File: config.mk
export PLATFORM = sky130hd
export DESIGN_NAME = rv_producer
export DESIGN_NICKNAME = d
export VERILOG_FILES = /design/src/rtl/rv_producer.sv
export SDC_FILE = /design/constraint.sdc
export NUM_CORES = 1
export LEC_CHECK = 0
export BUFFER_PORTS_ARGS = -buffer_cell sky130_fd_sc_hd__buf_2
export CORE_ASPECT_RATIO = 0.75
export CORE_MARGIN = 3
export CORE_UTILIZATION = 40
export DETAILED_ROUTE_END_ITERATION = 10
export SYNTH_ARGS = -nofsm -noshare
export SYNTH_HDL_FRONTEND = slang
export SYNTH_SLANG_ARGS = --single-unit
File: constraint.sdc
create_clock -name clk -period 2.5 [get_ports clk]
set_input_delay 0.25 -clock clk [delete_from_list [all_inputs] [get_ports clk]]
set_output_delay 0.25 -clock clk [all_outputs]
set_load 0.005 [all_outputs]
File: src/rtl/rv_producer.sv
// rv_producer: valid/ready burst producer emitting base, base+1, ... for len words
module rv_producer #(
  parameter int WIDTH = 8,
  parameter int LEN_W = 4
) (
  input  logic             clk,
  input  logic             rst,
  input  logic             start,
  input  logic [WIDTH-1:0] base,
  input  logic [LEN_W-1:0] len,
  input  logic             ready,
  output logic             valid,
  output logic [WIDTH-1:0] data,
  output logic             busy,
  output logic             done
);
  typedef enum logic [1:0] {IDLE, SEND, DONE} state_t;
  state_t state;
  logic [LEN_W-1:0] len_r;
  logic [LEN_W-1:0] idx;
  // burst sequencing: data tracks base+idx so the offered word is already registered
  always_ff @(posedge clk) begin
    if (rst) begin
      state <= IDLE;
      len_r <= '0;
      idx   <= '0;
      data  <= '0;
    end else if (state == IDLE && start) begin
      state <= (len != '0) ? SEND : DONE;
      len_r <= len;
      idx   <= '0;
      data  <= base;
    end else if (state == SEND && ready) begin
      state <= (idx == len_r - LEN_W'(1)) ? DONE : SEND;
      idx   <= idx + LEN_W'(1);
      data  <= (idx == len_r - LEN_W'(1)) ? data : data + WIDTH'(1);
    end else if (state == DONE) begin
      state <= IDLE;
    end
  end
  assign valid = (state == SEND);
  assign busy  = (state == SEND);
  assign done  = (state == DONE);
endmodule

==> impl_metrics.json <==
{
  "nFillCells": 248,
  "syn_area_per_cell_um2": 8.249,
  "cts_sinks": 18,
  "place.gp.congestion": 0.7918,
  "dieHeight_um": 51.70,
  "nNetsFinal": 181,
  "ys.flop_type": "dfxtp_1",
  "dieArea_mm2": 0.003460,
  "grt_pass1_vias": 935,
  "r2r_slack_ps": 490,
  "drtPass1Iterations": 4,
  "die_x_um": 66.93,
  "worstReg2RegEnd": "data[4]$_SDFFE_PP0P_",
  "stdcell_area_mm2": 0.001316,
  "worstSetupPathType": "flip-flop to flip-flop",
  "hold_buffers": 0,
  "cp-end-kind": "flip-flop",
  "io_pins": 27,
  "worstPathRequired_ps": 2680,
  "drt_wl_total_mm": 2.678,
  "finalHoldViolations": 0,
  "hold_path_class": "input pin to flip-flop",
  "startpoint": "len_r[0]$_SDFFE_PP0P_",
  "dp_hpwl_mm": 1.989,
  "rows": 15,
  "synth_edf_count": 0,
  "cts-root-buf": "clkbuf_8",
  "cts_buffers": 3,
  "reg2reg_depth": 7,
  "start_util_pct": 45.29,
  "ys_top_cells_by_area": "dfxtp_1, nand3_1, nand2_1, a21oi_1, xnor2_1",
  "drive_gt1_share_pct": 24.22,
  "worstPathArrival_ps": 2190,
  "postRouteAntennaNets": 0,
  "finalCritPeriodShare_pct": 80.36,
  "syn_inst": 135,
  "ctsHtreeMaxLevel": 1,
  "synth-seq-cells": 18,
  "rsz0062_at_grt": "false",
  "drc_errors": 0,
  "post_cts_buffers": 0,
  "num_vias": 1073,
  "worst-slew-pin-transition_ps": 534.8,
  "cts_tree": "done",
  "grt_overflow": 0,
  "dpl_cell_area_mm2": 0.001261,
  "synthDistinctLibCells": 37,
  "routedLengthMet1_mm": 1.345,
  "topRoutingLayerUsed": "met4",
  "power_density_mw_per_mm2": 557.3,
  "tns_ps": 0,
  "finalPower_uw": 733.6,
  "io_buffers": 26,
  "max_freq_mhz": 497.7,
  "yosysTopAreaCell": "dfxtp_1",
  "path_clk_slew_ps": 70,
  "startpoint_type": "flip-flop",
  "layout_commonest_cell": "buf_2",
  "crit_end": "data[4]$_SDFFE_PP0P_",
  "vias_per_cell": 5.503,
  "synth_top_area_share_pct": 32.36,
  "n_antenna_cell": 0,
  "relSlewSlack_pct": 64.07,
  "grt_max_degree": 19,
  "final_cell_mix": "buf_2, dfxtp_1, nand2_1, nand3_1, a21oi_1",
  "period_needed_ps": 2009,
  "fp.coreArea_mm2": 0.002459,
  "synth_fp_nets": 154,
  "crit_fanout": 10,
  "met2WireLength_mm": 1.123,
  "dp.cells": 191,
  "syn2layout_area_growth_pct": 18.20,
  "clock_path_buffers": 2,
  "worst_r2r_startpoint": "len_r[0]$_SDFFE_PP0P_",
  "grtUsageTotal_pct": 16.78,
  "drv_slew": 0,
  "async_reset_ff_share_pct": 0,
  "grt_pass1_wl_mm": 4.402,
  "skew_ps": 3.812,
  "cap_viol_max_count": 0,
  "clk_latency_ps": 250,
  "setup_viol": 0,
  "yosysWarnings": 0,
  "drt_iter0_drc": 52,
  "seq_area_frac_synth_pct": 32.36,
  "postCtsResizedCells": 0,
  "antenna_found_initial": 0,
  "fin_cells": 195,
  "peakVddDrop_v": 0.0002875,
  "met3_length_um": 192,
  "leakage_nw": 0.5154,
  "status": "finished clean",
  "post_drt_wl_per_cell_um": 13.73,
  "syn_area_mm2": 0.001114
}
[critical path, stage by stage (launching register included)]
cell and delay [ps]:
dfxtp_1 380, inv_1 60, ha_1 300, xnor2_1 250, nor3_2 110, a21o_1 300
or3_1 370, a31oi_1 160
[synth_stat cells, types with 2 or more instances]
master / count
ha_1: 3
nor3_1: 7
inv_1: 3
o21ai_0: 6
dfxtp_1: 18
xnor2_1: 5
buf_4: 2
nand3_1: 14
a22oi_1: 5
mux2_2: 2
or3_1: 5
nand2_1: 16
a32oi_1: 2
a21oi_1: 10
clkbuf_1: 2
a31oi_1: 6
and3_1: 4
xor2_1: 4
a41oi_1: 2
nor2b_1: 2
[worst min-delay path by stage]
| stage | startpoint | to | slack [ps] | depth (start not counted) |
|---|---|---|---|---|
| 2_1_floorplan | len[1] | len_r[1]$_SDFFE_PP0P_ | 390 | 2 |
| 3_3_place_gp | len_r[3]$_SDFFE_PP0P_ | len_r[3]$_SDFFE_PP0P_ | 460 | 2 |
| 3_5_place_dp | len_r[3]$_SDFFE_PP0P_ | len_r[3]$_SDFFE_PP0P_ | 470 | 2 |
| 4_1_cts | len[3] | len_r[3]$_SDFFE_PP0P_ | 240 | 3 |
| 5_1_grt | len[2] | len_r[2]$_SDFFE_PP0P_ | 240 | 3 |
| 6_report | len[3] | len_r[3]$_SDFFE_PP0P_ | 250 | 3 |
[cell families after synthesis]
kind of cell	count (synthesis)	share of synthesized area, %
buffers and inverters	10	5.280
flip-flops	18	32.36
AO/OA/AOI/OAI	34	19.22
adder cells (fa/ha/maj)	3	3.371
XOR/XNOR	10	9.325
AND/OR/NAND/NOR	57	27.53
multiplexers	3	2.921
[power by group]
| group | internal, mW | total (mW) | switching (mW) |
|---|---|---|---|
| registers | 0.306 | 0.332 | 0.0265 |
| logic | 0.0733 | 0.160 | 0.0868 |
| clock network | 0.140 | 0.241 | 0.101 |
[metrics by stage]
step,worst slack (ps),util (%),hold slack [ps]
after floorplan,623.2,-,386.0
after global placement,558.8,51.30,459.9
after detailed placement,514.2,51.30,468.7
after CTS,488.5,53.54,237.2
after global routing,303.6,53.54,239.2
final,491.0,53.54,247.6
[layout make-up]
class	instances	area [µm²]	share of cell area, %
multi-input cells	107	694.4	52.76
repair buffers	29	152.6	11.60
well taps	34	42.54	3.232
clock buffers	4	55.05	4.183
inverters	3	11.26	0.8555
flip-flops and latches	18	360.3	27.38
[layer usage]
metal	vias up	GRT usage, %
li1	551	-
met1	484	24.04
met2	36	24.84
met3	2	4.536
met4	0	4.040
met5	-	0
[sequential cells by signal, summed over array words and instances, names as in the netlist]
register / cells
data: 8
len_r: 4
state: 2
idx: 4
No activity file was read; power rests on OpenSTA's default activity.
